--- config.mk ---
export PLATFORM = sky130hd
export DESIGN_NAME = mod_74x165_serial_tx_flat
export DESIGN_NICKNAME = d
export VERILOG_FILES = /design/src/rtl/mod_74x165_serial_tx_pkg.sv /design/src/rtl/mod_74x165_serial_tx_if.sv /design/src/rtl/mod_74x165_serial_tx_shreg.sv /design/src/rtl/mod_74x165_serial_tx.sv /design/src/flat_wrapper.sv
export SDC_FILE = /design/constraint.sdc
export NUM_CORES = 1
export LEC_CHECK = 0
export BUFFER_PORTS_ARGS = -buffer_cell sky130_fd_sc_hd__buf_2
export CAP_MARGIN = 20
export CORE_UTILIZATION = 50
export DETAILED_ROUTE_END_ITERATION = 8
export GPL_ROUTABILITY_DRIVEN = 0
export PLACE_DENSITY = 0.73
export SKIP_LAST_GASP = 1
export SYNTH_ARGS = -nofsm -noshare
export SYNTH_HDL_FRONTEND = slang
export SYNTH_SLANG_ARGS = --single-unit
--- constraint.sdc ---
create_clock -name CLK -period 2.1 [get_ports CLK]
set_input_delay 0.63 -clock CLK [delete_from_list [all_inputs] [get_ports CLK]]
set_output_delay 0.63 -clock CLK [all_outputs]
set_load 0.02 [all_outputs]
--- src/rtl/mod_74x165_serial_tx_pkg.sv ---
// Shared definitions for the 74x165-style serial transmitter:
// FSM state encoding and the bit-counter width helper.
package mod_74x165_serial_tx_pkg;

  typedef enum logic [1:0] {
    ST_IDLE  = 2'd0,
    ST_SHIFT = 2'd1,
    ST_FIN   = 2'd2
  } state_t;

  // Counter must hold 0..width-1; never narrower than one bit.
  function automatic int unsigned cnt_width(input int unsigned width);
    if (width <= 2)
      return 1;
    else
      return $clog2(width);
  endfunction

endpackage

--- src/rtl/mod_74x165_serial_tx_if.sv ---
// Load handshake, shift control and serial output bundle of the transmitter.
// master = the word source / link consumer side, slave = the transmitter.
interface mod_74x165_serial_tx_if #(
  parameter int unsigned WIDTH = 8
) ();

  logic [0:WIDTH-1] D;
  logic             LOAD_VALID;
  logic             LOAD_READY;
  logic             INH;
  logic             SER;
  logic             QH;
  logic             QH_N;
  logic             BUSY;
  logic             DONE;

  modport master (
    output D, LOAD_VALID, INH, SER,
    input  LOAD_READY, QH, QH_N, BUSY, DONE
  );

  modport slave (
    input  D, LOAD_VALID, INH, SER,
    output LOAD_READY, QH, QH_N, BUSY, DONE
  );

endinterface

--- src/rtl/mod_74x165_serial_tx_shreg.sv ---
// Pure WIDTH-bit parallel-load shift register (74x165 core).
// Bit 0 is the MSB as in the [0:N] vectors; MSB_FIRST picks which end
// drives QH and which end receives SER.
module mod_74x165_shreg #(
  parameter int unsigned WIDTH     = 8,
  parameter bit          MSB_FIRST = 1'b1
) (
  input  logic             CLK,
  input  logic             CLR_N,
  input  logic             LOAD,
  input  logic             SHIFT_EN,
  input  logic             SER,
  input  logic [0:WIDTH-1] D,
  output logic             QH
);

  logic [0:WIDTH-1] sr;

  // Synchronous clear, parallel load has priority over shifting.
  always_ff @(posedge CLK) begin
    if (!CLR_N)
      sr <= '0;
    else if (LOAD)
      sr <= D;
    else if (SHIFT_EN) begin
      if (MSB_FIRST)
        sr <= {sr[1:WIDTH-1], SER};
      else
        sr <= {SER, sr[0:WIDTH-2]};
    end
  end

  assign QH = MSB_FIRST ? sr[0] : sr[WIDTH-1];

endmodule

--- src/rtl/mod_74x165_serial_tx.sv ---
// Parallel-in / serial-out transmitter: valid/ready word load, one bit per
// non-inhibited clock, BUSY framing and a one-cycle DONE after the last bit.
module mod_74x165_serial_tx
  import mod_74x165_serial_tx_pkg::*;
#(
  parameter int unsigned WIDTH     = 8,
  parameter bit          MSB_FIRST = 1'b1
) (
  input logic                     CLK,
  input logic                     CLR_N,
  mod_74x165_serial_tx_if.slave   bus
);

  localparam int unsigned    CW   = cnt_width(WIDTH);
  localparam logic [CW-1:0]  LAST = CW'(WIDTH - 1);

  state_t        state;
  logic [CW-1:0] cnt;
  logic          load_ready;
  logic          busy;
  logic          done;
  logic          load;
  logic          shift_en;
  logic          qh;

  // Register control: load only when idle; the final bit is held (no shift)
  // on the edge that moves to FIN so QH keeps presenting it.
  always_comb begin
    load     = 1'b0;
    shift_en = 1'b0;
    if (state == ST_IDLE)
      load = bus.LOAD_VALID;
    if (state == ST_SHIFT)
      shift_en = !bus.INH && (cnt != LAST);
  end

  // Frame FSM with counter and registered handshake/framing outputs.
  always_ff @(posedge CLK) begin
    if (!CLR_N) begin
      state      <= ST_IDLE;
      cnt        <= '0;
      load_ready <= 1'b1;
      busy       <= 1'b0;
      done       <= 1'b0;
    end else begin
      case (state)
        ST_IDLE: begin
          if (bus.LOAD_VALID) begin
            state      <= ST_SHIFT;
            cnt        <= '0;
            load_ready <= 1'b0;
            busy       <= 1'b1;
          end
        end
        ST_SHIFT: begin
          if (!bus.INH) begin
            if (cnt == LAST) begin
              state <= ST_FIN;
              busy  <= 1'b0;
              done  <= 1'b1;
            end else begin
              cnt <= cnt + CW'(1);
            end
          end
        end
        ST_FIN: begin
          state      <= ST_IDLE;
          done       <= 1'b0;
          load_ready <= 1'b1;
        end
        default: begin
          state      <= ST_IDLE;
          cnt        <= '0;
          load_ready <= 1'b1;
          busy       <= 1'b0;
          done       <= 1'b0;
        end
      endcase
    end
  end

  mod_74x165_shreg #(
    .WIDTH     (WIDTH),
    .MSB_FIRST (MSB_FIRST)
  ) u_shreg (
    .CLK      (CLK),
    .CLR_N    (CLR_N),
    .LOAD     (load),
    .SHIFT_EN (shift_en),
    .SER      (bus.SER),
    .D        (bus.D),
    .QH       (qh)
  );

  assign bus.LOAD_READY = load_ready;
  assign bus.BUSY       = busy;
  assign bus.DONE       = done;
  assign bus.QH         = qh;
  assign bus.QH_N       = ~qh;

endmodule

--- src/flat_wrapper.sv ---
// flat-port wrapper written by rule: the top's interface ports become plain ports
module mod_74x165_serial_tx_flat import mod_74x165_serial_tx_pkg::*;
#(
  parameter int unsigned WIDTH     = 8,
  parameter bit          MSB_FIRST = 1'b1
)
  (CLK, CLR_N, bus_D, bus_LOAD_VALID, bus_INH, bus_SER, bus_LOAD_READY, bus_QH, bus_QH_N, bus_BUSY, bus_DONE);
  mod_74x165_serial_tx_if #(.WIDTH(WIDTH)) bus_i ();
  input logic CLK;
  input logic CLR_N;
  input wire logic [$bits(bus_i.D)-1:0] bus_D;
  input wire logic [$bits(bus_i.LOAD_VALID)-1:0] bus_LOAD_VALID;
  input wire logic [$bits(bus_i.INH)-1:0] bus_INH;
  input wire logic [$bits(bus_i.SER)-1:0] bus_SER;
  output wire logic [$bits(bus_i.LOAD_READY)-1:0] bus_LOAD_READY;
  output wire logic [$bits(bus_i.QH)-1:0] bus_QH;
  output wire logic [$bits(bus_i.QH_N)-1:0] bus_QH_N;
  output wire logic [$bits(bus_i.BUSY)-1:0] bus_BUSY;
  output wire logic [$bits(bus_i.DONE)-1:0] bus_DONE;
  assign bus_i.D = bus_D;
  assign bus_i.LOAD_VALID = bus_LOAD_VALID;
  assign bus_i.INH = bus_INH;
  assign bus_i.SER = bus_SER;
  assign bus_LOAD_READY = bus_i.LOAD_READY;
  assign bus_QH = bus_i.QH;
  assign bus_QH_N = bus_i.QH_N;
  assign bus_BUSY = bus_i.BUSY;
  assign bus_DONE = bus_i.DONE;
  mod_74x165_serial_tx #(.WIDTH(WIDTH), .MSB_FIRST(MSB_FIRST)) u_core (.CLK(CLK), .CLR_N(CLR_N), .bus(bus_i));
endmodule
==> results.md <==
* Post-synth ARST share at 0%
* Cell Pwr Density at 714 mW/mm²
* Routed vias/inst at 5.63
* Crit path time final at 1.88 ns
* Bufs on Longest Clock Path at 2
* Routed wire per std cell at 12.8 µm
* Syn Inst Count at 92
* Sequential-to-total area share from yosys stat at 40.9%
* Die Y-Extent at 41.6 µm
* Slew headroom at 61.0%
* Final Setup Violations at 0
* Number of global-route vias before repair at 614
* F_max at 0.532 GHz
* Synth cell types at 25
* Seq cells post-synth at 16
* HPWL after DPL at 1080 µm
* RSZ-0062 raised after global routing: false
* Final hold vios at 0
* I/O pins at 18
* Leakage at 0.396 nW
* Worst-path fanout max at 10
* First-pass GRT wire length at 2830 µm
* Initial antenna violation count at 0
* Die area at 0.00173 mm²
* Final WL at 1560 µm
* Max Slew Vio Count at 0
* Status: finished clean
* Period utilisation layout at 89.6%
* Post-synth top flop: dfxtp_1
* Largest net degree at the start of global routing at 20
* 1st-iter DRT viols at 10
* Clock skew at 0.00352 ns
* Setup repair bufs after CTS at 0
* Startpoint types: flip-flop
* Total number of vias at 687
* WP data arrival at 2.07 ns
* Core area at 0.00138 mm²
* Max cap viols at 0
* Cell Rows at 13
* Syn Std Cell Area at 783 µm²
* Resize count post-CTS at 0
* Net count, final at 123
* Worst-skew pair later-pin latency at 0.29 ns
* TritonCTS Sinks at 16
* Num CTS Buffers at 3
* Share of cells above drive strength 1 at 25.2%
* Starting Density at 56.7%
* Worst Tran Pin Value at 0.582 ns
* ANT nets after route at 0
* Post-synth EDFFs at 0
* Syn_nets at 107
* Clock slew at reported path FFs at 0.10 ns
* Initial DRT Pass Iterations at 4
* Total negative slack at 0 ns
* Total GRT Usage at 20.8%
* Synth warn at 0
* Port bufs at 17
* Critical path class: flip-flop to flip-flop
* Mean post-synth cell area at 8.51 µm²
* Area growth from synthesis to layout at 14.5%
* Critical path required time at 2.28 ns
* Hold-fix buffers, CTS at 0
* Util after Layout at 64.9%
* Die W at 41.6 µm
* # diodes at 0
* CTS tree: done
* H-tree levels at 1
* Post-route DRC at 0
* Critical Path Sink Type: flip-flop
* Root buf cell: clkbuf_4
* Total grt overflow at 0
* Peak supply drop at 0.486 mV
* Hold crit path type: flip-flop to flip-flop
-- registers in the layout, indices dropped and copies added (netlist names) --
signal                 flops
u_core.bus.BUSY            1
u_core.bus.DONE            1
u_core.bus.LOAD_READY      1
u_core.cnt                 3
u_core.state               2
u_core.u_shreg.sr          8
-- final timing paths --
check                                           from                            endpoint  slack, ns  depth (start not counted)
setup / recovery          u_core.cnt[0]$_SDFFE_PN0P_   u_core.u_shreg.sr[5]$_SDFFE_PN0P_       0.22                          5
hold / removal    u_core.bus.LOAD_READY$_SDFFE_PN1P_  u_core.bus.LOAD_READY$_SDFFE_PN1P_       0.46                          1
setup reg to reg          u_core.cnt[0]$_SDFFE_PN0P_   u_core.u_shreg.sr[5]$_SDFFE_PN0P_       0.22                          5
hold reg to reg   u_core.bus.LOAD_READY$_SDFFE_PN1P_  u_core.bus.LOAD_READY$_SDFFE_PN1P_       0.46                          1
-- cell usage in the layout, fill, tap and decap left out, types with 3 or more instances in the layout --
master    instances
o21ai_0           9
dfxtp_1          16
buf_2            17
nor3_1           17
nor2b_1          10
nand2b_1          3
nor4_1            8
clkbuf_4          3
nor2_1            3
-- cell type report --
type	instances	area (µm²)
Fill cell	122	485
Multi-Input combinational cell	67	422
Sequential cell	16	320
Timing Repair Buffer	18	92.6
Clock buffer	4	36.3
Tap cell	15	18.8
Inverter	2	7.51
-- cells by family after synthesis --
logic type | count (synthesis) | synth area share [%]
AO/OA/AOI/OAI | 17 | 13.7
adder cells (fa/ha/maj) | 2 | 3.19
buffers and inverters | 9 | 5.27
flip-flops | 16 | 40.9
AND/OR/NAND/NOR | 48 | 36.9
-- power breakdown --
part / leakage [nW] / switching [W] / internal [W] / total (W)
Sequential: 0.132 / 0.0000171 / 0.000325 / 0.000342
Clock: 0.0210 / 0.000100 / 0.000106 / 0.000206
Combinational: 0.243 / 0.0000530 / 0.0000403 / 0.0000932
Total: 0.396 / 0.000171 / 0.000470 / 0.000641
-- metrics by stage --
step | setup slack, ns | instances | total power, W | cell area (µm²) | hold slack (ns)
after CTS | 0.222 | 122 | 0.000646 | 897 | 0.460
after floorplan | 0.414 | 92 | 0.000411 | 783 | 0.477
after global routing | 0.0889 | 122 | 0.000673 | 897 | 0.474
final | 0.219 | 122 | 0.000641 | 897 | 0.460
after global placement | 0.251 | 118 | 0.000439 | 861 | 0.429
after detailed placement | 0.234 | 118 | 0.000442 | 861 | 0.436
-- metal layers --
layer  up-vias  GRT usage (%)  routed length, µm
li1        363              -                  -
met1       307           31.2                839
met2        13           29.4                659
met3         4           3.91                 41
met4         0           7.74                 18
met5         -              0                  0
-- synthesized netlist by cell type (all sizes together), types with 2 or more instances --
cell / n / area share (%)
nor3: 18 / 12
nor4: 8 / 6.4
nor2: 4 / 2.2
clkbuf: 3 / 1.4
a21oi: 2 / 1.3
nand2b: 3 / 2.4
buf: 4 / 2.9
a32o: 2 / 2.9
nor2b: 10 / 8.0
o21ai: 9 / 5.8
inv: 2 / 0.96
ha: 2 / 3.2
dfxtp: 16 / 41
-- critical path: stages (launching register included) --
cell	delay [ns]
dfxtp_1	0.34
ha_1	0.20
ha_1	0.23
or4b_1	0.70
o21ai_0	0.24
nor4_1	0.06
Note: power is estimated with default switching activity, not from simulation.
